--- config.mk ---
export PLATFORM = sky130hd
export DESIGN_NAME = mips_registers_bank
export DESIGN_NICKNAME = d
export VERILOG_FILES = /design/src/rtl/mips_registers_bank.sv
export SDC_FILE = /design/constraint.sdc
export NUM_CORES = 2
export LEC_CHECK = 0
export BUFFER_PORTS_ARGS = -buffer_cell sky130_fd_sc_hd__buf_2
export CAP_MARGIN = 15
export CORE_ASPECT_RATIO = 0.5
export CORE_UTILIZATION = 55
export DETAILED_ROUTE_END_ITERATION = 10
export HOLD_SLACK_MARGIN = 0.15
export PLACE_DENSITY = 0.71
export SLEW_MARGIN = 40
export SYNTH_ARGS = -nofsm -noshare
export SYNTH_HDL_FRONTEND = slang
export SYNTH_SLANG_ARGS = --single-unit
--- constraint.sdc ---
create_clock -name i_clock -period 4.7 [get_ports i_clock]
set_input_delay 0.235 -clock i_clock [delete_from_list [all_inputs] [get_ports i_clock]]
set_output_delay 0.235 -clock i_clock [all_outputs]
set_load 0.05 [all_outputs]
--- src/rtl/mips_registers_bank.sv ---
// mips_registers_bank: 32x32 MIPS register file, two registered read ports with write-first forwarding,
// port A switchable to a zero-latency path for JR/JALR targets.
module mips_registers_bank #(
  parameter int NB_DATA    = 32,
  parameter int NB_ADDR    = 5,
  parameter int BANK_DEPTH = 32
) (
  input  logic               i_clock,
  input  logic               i_reset,
  input  logic               i_reg_write,
  input  logic               i_jr_jalr,
  input  logic [NB_ADDR-1:0] i_read_reg_a,
  input  logic [NB_ADDR-1:0] i_read_reg_b,
  input  logic [NB_ADDR-1:0] i_write_reg,
  input  logic [NB_DATA-1:0] i_write_data,
  output logic [NB_DATA-1:0] o_data_a,
  output logic [NB_DATA-1:0] o_data_b
);
  logic [NB_DATA-1:0] regs_q [BANK_DEPTH];
  logic [NB_DATA-1:0] data_a_q, data_b_q, data_a_d, data_b_d;
  logic               wr_en;
  // R0 is never stored to, so a read of address 0 is forced to zero regardless of any write.
  assign wr_en = i_reset && i_reg_write && (i_write_reg != '0);
  always_comb begin
    data_a_d = (i_read_reg_a == '0) ? '0 :
               (wr_en && i_write_reg == i_read_reg_a) ? i_write_data : regs_q[i_read_reg_a];
    data_b_d = (i_read_reg_b == '0) ? '0 :
               (wr_en && i_write_reg == i_read_reg_b) ? i_write_data : regs_q[i_read_reg_b];
  end
  always_ff @(posedge i_clock) begin
    if (!i_reset) begin
      for (int i = 0; i < BANK_DEPTH; i++) regs_q[i] <= '0;
      data_a_q <= '0;
      data_b_q <= '0;
    end else begin
      if (wr_en) regs_q[i_write_reg] <= i_write_data;
      data_a_q <= data_a_d;
      data_b_q <= data_b_d;
    end
  end
  assign o_data_a = i_jr_jalr ? data_a_d : data_a_q;
  assign o_data_b = data_b_q;
endmodule

======== Word level (Yosys, flattened, before mapping) ========
Memory sizes are Yosys's and may differ from the RTL's. A register that Yosys moved wholly into a read port is not among the register bits.
Index checks and enable logic that the tools add are counted.
storage, ports and cells
  output and inout port bits .............. 64
  bits in registers ....................... 32
  memories kept ........................... 1
  input port bits ......................... 51
  bits in writable memories ............... 1,024
  word-level logic and storage cells ...... 22
cells by class
  mux-type cells .......................... 10
  equal/unequal tests ..................... 1
  bitwise operators ....................... 1
  reductions and logical operators ........ 8
memories
  name    words  bits a word  rd ports  clocked after Yosys merged registers in  write ports  RTL line  text
  regs_q  32     32           2         1                                        32           19        logic [NB_DATA-1:0] regs_q [BANK_DEPTH];
operator list
  kind                 number
  $mux W32             4
  $reduce_or A32 Y1    1
  $logic_not A5 Y1     2
  $eq A5 B5 Y1         1
  $mux W1              5
  $mux W5              1
  $reduce_bool A5 Y1   1
  $logic_and A1 B1 Y1  3
  $reduce_or A2 Y1     1
  $not A1 Y1           1

======== Depth between registers and ports, before layout ========
  depth in word-level cells ............... 7
  gate-level depth with buffers ........... 10
  depth with buffers taken out ............ 6

======== Least setup slack after synthesis ========
Ideal clock, no wire load.
  kind .................................... in2reg
  start point ............................. input i_write_reg[4]
  end point ............................... memory regs_q[20][0], enable pin
  data required time ...................... 4.234 ns
  data arrival time ....................... 3.438 ns
  path slack .............................. 0.796 ns
  path buffers ............................ 3
  library setup time ...................... 0.466 ns
  stages .................................. 6
  path through ............................ clkbuf_1 -> or3_1 -> buf_2 -> nand3b_1 -> clkbuf_1 -> o21ai_0
RTL lines
  what         RTL line  text
  from (decl)  14        input logic [NB_ADDR-1:0] i_write_reg,
  to (decl)    19

======== Final worst setup path ========
  start point ............................. input i_read_reg_a[1]
  end point ............................... output o_data_a[14]
between the ends
  longest elaborated chain between the ends .. 5
  elaborated cells on any way between the ends .. 7
  classes of those cells .................. eq/ne (1); mux (3); reduce/logical (2); memory (1)
ends and longest elaborated chain
  what                                                     RTL line  text
  from (decl)                                              12        input logic [NB_ADDR-1:0] i_read_reg_a,
  branches (longest 3 deep; another with $mem_v2 Z32 W32)  n/a
  $mux W32 *                                               25        data_a_d = (i_read_reg_a == '0) ? '0 :
  $mux W32 *                                               41        assign o_data_a = i_jr_jalr ? data_a_d : data_a_q;
  to (decl)                                                16        output logic [NB_DATA-1:0] o_data_a,
Every way passes the cells marked *.

==> impl_metrics.csv <==
group,metric,value,unit
floorplan,fp.dieH,231,um
sta,period_share,80.7,%
finish,fin_cells,5707,
setup_path,cp_data_arrival_time,3.56,ns
synthesis,synth-warning-count,0,
synthesis,netlist_instances,4186,
placed_design,portBuffers,114,
sta,hold_viol_final,0,
sta,setup_viol,0,
setup_path,r2r_slack,2.25,ns
cts,cts_tree,"built",
floorplan,core,103000,sq um
detailed_routing,wire_per_inst,36.4,um
synthesis,synth_top_area_cell,"edfxtp_1",
detailed_routing,ant_nets,0,
cts,post-cts-setup-buffer-count,0,
synthesis,synth-adder-area-share,0,%
cts,postCtsResizedCells,0,
setup_path,cp_common_cell,"a21oi_1",
sta,tightest_slew,0.976,ns
cts,hold_buffers,21,
sta,slew_headroom,35.0,%
detailed_routing,wl_met3,39.7,mm
global_routing,grt_pass1_wl,289,mm
detailed_routing,top_layer,"met5",
detailed_routing,vias_per_cell,7.05,
placed_design,place.gp.congestion,0.980,
detailed_routing,routed_wl,208,mm
cts,htree_levels,3,
cts,cts_buffers,99,
global_routing,antenna_found_initial,22,
global_routing,track_usage,39.1,%
synthesis,muxShareOfSynthArea,21.5,%
cts,cts.path.max_buffers,3,
synthesis,yosys.area_share.simple,13.2,%
floorplan,std_cell_rows,83,
sta,clock.fmax,0.264,GHz
setup_path,cp-startpoint,"i_read_reg_a[1]",
setup_path,cp_max_fo,35,
setup_path,reg2reg_depth,5,
cts,clk_pin_slew,0.07,ns
worst_hold_path,hold_class,"primary input to flip-flop",
finish,final_nets,4264,
detailed_routing,dr_wl_met2,84.1,mm
flow_run,max_cap_viol_count,0,
finish,area_growth,11.9,%
detailed_routing,vias,40200,
setup_path,critical_path_class,"primary input to output port",
setup_path,timing.rr.start,"regs_q[3][31]",
finish,layout_commonest_cell,"edfxtp_1",
run_status,status,"finished clean",
floorplan,die-area,106000,sq um
setup_path,critPathLaunchType,"primary input",
synthesis,synth_cell_types,51,
setup_path,cp_num_buf_inv,3,
sta,maxSlewViolCount,0,
synthesis,synth_compound_gate_area_share,5.91,%
cts,clk_latency,0.72,ns
placed_design,dp_cells,5486,
synthesis,synth-seq-area-share,55.7,%
sta,rsz0062_at_grt,"false",
setup_path,critPathSlowestCell,"and2_2",
synthesis,synth_xor_xnor_area_share,0.152,%
detailed_routing,drt-met1-wl,75.0,mm
synthesis,synth_seq_cells,1088,
detailed_routing,drt_iter0_markers,6858,
finish,layout_common_cells,"edfxtp_1 (1024), and2_1 (993), mux2i_1 (522), mux4_2 (306), a22oi_1 (173)",
floorplan,start_util,55.7,%
setup_path,crit_path_end,"o_data_a[14]",
setup_path,cp.depth,9,
detailed_routing,drc,0,
worst_hold_path,min-delay-start,"i_write_data[0]",
floorplan,io_pins,115,
setup_path,path_cells,"buf_8 -> and2_2 -> a22oi_1 -> a21oi_1 -> nor4_1 -> buf_4 -> mux2i_1 -> a21oi_1 -> buf_2",
setup_path,crit_family,"compound AO/OA/AOI/OAI gates",
power_and_ir_drop,vdd_drop_max,306,uV
power_and_ir_drop,power,23.1,mW
synthesis,yosys_most_used_dff,"edfxtp_1",
finish,drive_gt1_share,20.9,%
setup_path,worstSetupEndpointType,"output port",
cts,cts_sinks,1088,
power_and_ir_drop,leakagePower,23.4,nW
setup_path,worstReg2RegEnd,"o_data_b[31]",
synthesis,synth_edf_count,1024,
sta,fin_setup_tns,0,ns
synthesis,synth_area_leaders,"edfxtp_1 (53%), mux4_2 (12%), and2_1 (11%)",
synthesis,synth_top_family_by_area,"multiplexers",
global_routing,grt_start_max_net_pins,96,
cts,clockRootBuffer,"clkbuf_16",
power_and_ir_drop,cellPowerDensity,360,nW/um^2
setup_path,critPathRequiredTime,4.47,ns
setup_path,max_stage_delay,0.79,ns
synthesis,synth_top_area_share,53.5,%
sta,fin_skew,0.0211,ns
synthesis,synth.avg_cell_area,13.7,sq um
sta,post-route-min-period,3.79,ns
global_routing,grt_remaining_overflow,0,
floorplan,fp.dieW,459,um
placed_design,dpl.hpwl,131,mm
synthesis,async_flop_share,0,%
detailed_routing,dr.pass1.iters,7,
global_routing,grt_pass1_vias,38500,
synthesis,synth_area,57500,sq um
-- cell type report --
type,instances,area (sq um)
Antenna cell,12,30.0
Clock buffer,122,2730
Multi-Input combinational cell,2673,24200
Timing Repair Buffer,332,2970
Tap cell,1402,1750
Clock inverter,59,490
Inverter,19,71.3
Sequential cell,1088,32000
Fill cell,7521,38800
-- Yosys cell counts, types with 3 or more instances --
| cell | n |
|---|---|
| a211oi_1 | 11 |
| o22ai_1 | 29 |
| a22oi_1 | 173 |
| o32ai_1 | 7 |
| a32o_1 | 4 |
| mux2i_1 | 522 |
| nor2_2 | 10 |
| a221oi_1 | 16 |
| clkbuf_1 | 292 |
| o221ai_1 | 22 |
| o211ai_1 | 9 |
| nand2b_1 | 13 |
| o32ai_2 | 9 |
| mux4_2 | 306 |
| o21ai_1 | 17 |
| xor2_1 | 6 |
| nand2_1 | 54 |
| buf_4 | 33 |
| mux2_2 | 22 |
| nor4_1 | 16 |
| nor2_1 | 87 |
| nand3_1 | 49 |
| o31ai_1 | 8 |
| buf_1 | 17 |
| buf_2 | 86 |
| xnor2_1 | 4 |
| edfxtp_1 | 1024 |
| nand3b_1 | 5 |
| nor3_1 | 26 |
| o21ai_0 | 55 |
| a21oi_1 | 126 |
| dfxtp_1 | 64 |
| o2111ai_1 | 3 |
| or3_1 | 3 |
| inv_1 | 19 |
| buf_6 | 9 |
| a211o_1 | 3 |
| and2_1 | 995 |
| nor2b_1 | 12 |
| a22o_1 | 6 |
-- where the power goes --
part / switching [mW] / total (mW) / leakage [nW] / internal [mW]
Clock: 3.78 / 8.34 / 1.60 / 4.56
Sequential: 0.300 / 11.5 / 10.3 / 11.2
Combinational: 2.18 / 3.33 / 11.5 / 1.15
Total: 6.26 / 23.1 / 23.4 / 16.9
-- per-stage QoR --
stage	worst slack [ns]	cell area (sq um)	utilization [%]	hold WS, ns
after floorplan	0.796	57600	-	0.361
after global placement	1.14	60300	58.4	0.704
after detailed placement	1.15	60800	58.9	0.703
after CTS	1.12	64200	62.2	0.151
after global routing	0.825	64300	62.3	0.182
final	0.906	64300	62.4	0.189
-- worst min path at each step --
stage | to | slack, ns | depth (start not counted)
2_1_floorplan | o_data_b[10] | 0.36 | 1
3_3_place_gp | o_data_b[21] | 0.70 | 1
3_5_place_dp | o_data_b[2] | 0.70 | 1
4_1_cts | o_data_b[3] | 0.15 | 4
5_1_grt | o_data_b[14] | 0.18 | 3
6_report | o_data_b[0] | 0.19 | 2
-- registers in the layout, summed over array words and instances (netlist names) --
name / count
data_a_q: 32
o_data_b: 32
regs_q: 1024
-- kinds of logic (layout without fill, tap and decap cells) --
| family | Yosys count | count (layout) |
|---|---|---|
| simple gates | 1279 | 1279 |
| buf+inv | 456 | 532 |
| compound gates | 502 | 502 |
| mux | 850 | 850 |
| xor+xnor | 10 | 10 |
| other cells | 1 | 44 |
| flops | 1088 | 1088 |
-- layer usage --
metal	vias up	track usage, %
met3	583	20.2
met1	20200	53.4
met5	-	2.08
li1	15800	-
met4	16	14.5
met2	3574	52.6
-- worst reg2reg max path, cell delays in order, from the launching register on --
cell	delay, ns
edfxtp_1	0.40
mux4_2	0.49
mux4_2	0.58
mux2i_1	0.18
o21ai_1	0.08
dlygate4sd3_1	0.60
Power figures use the tool's default switching activity.
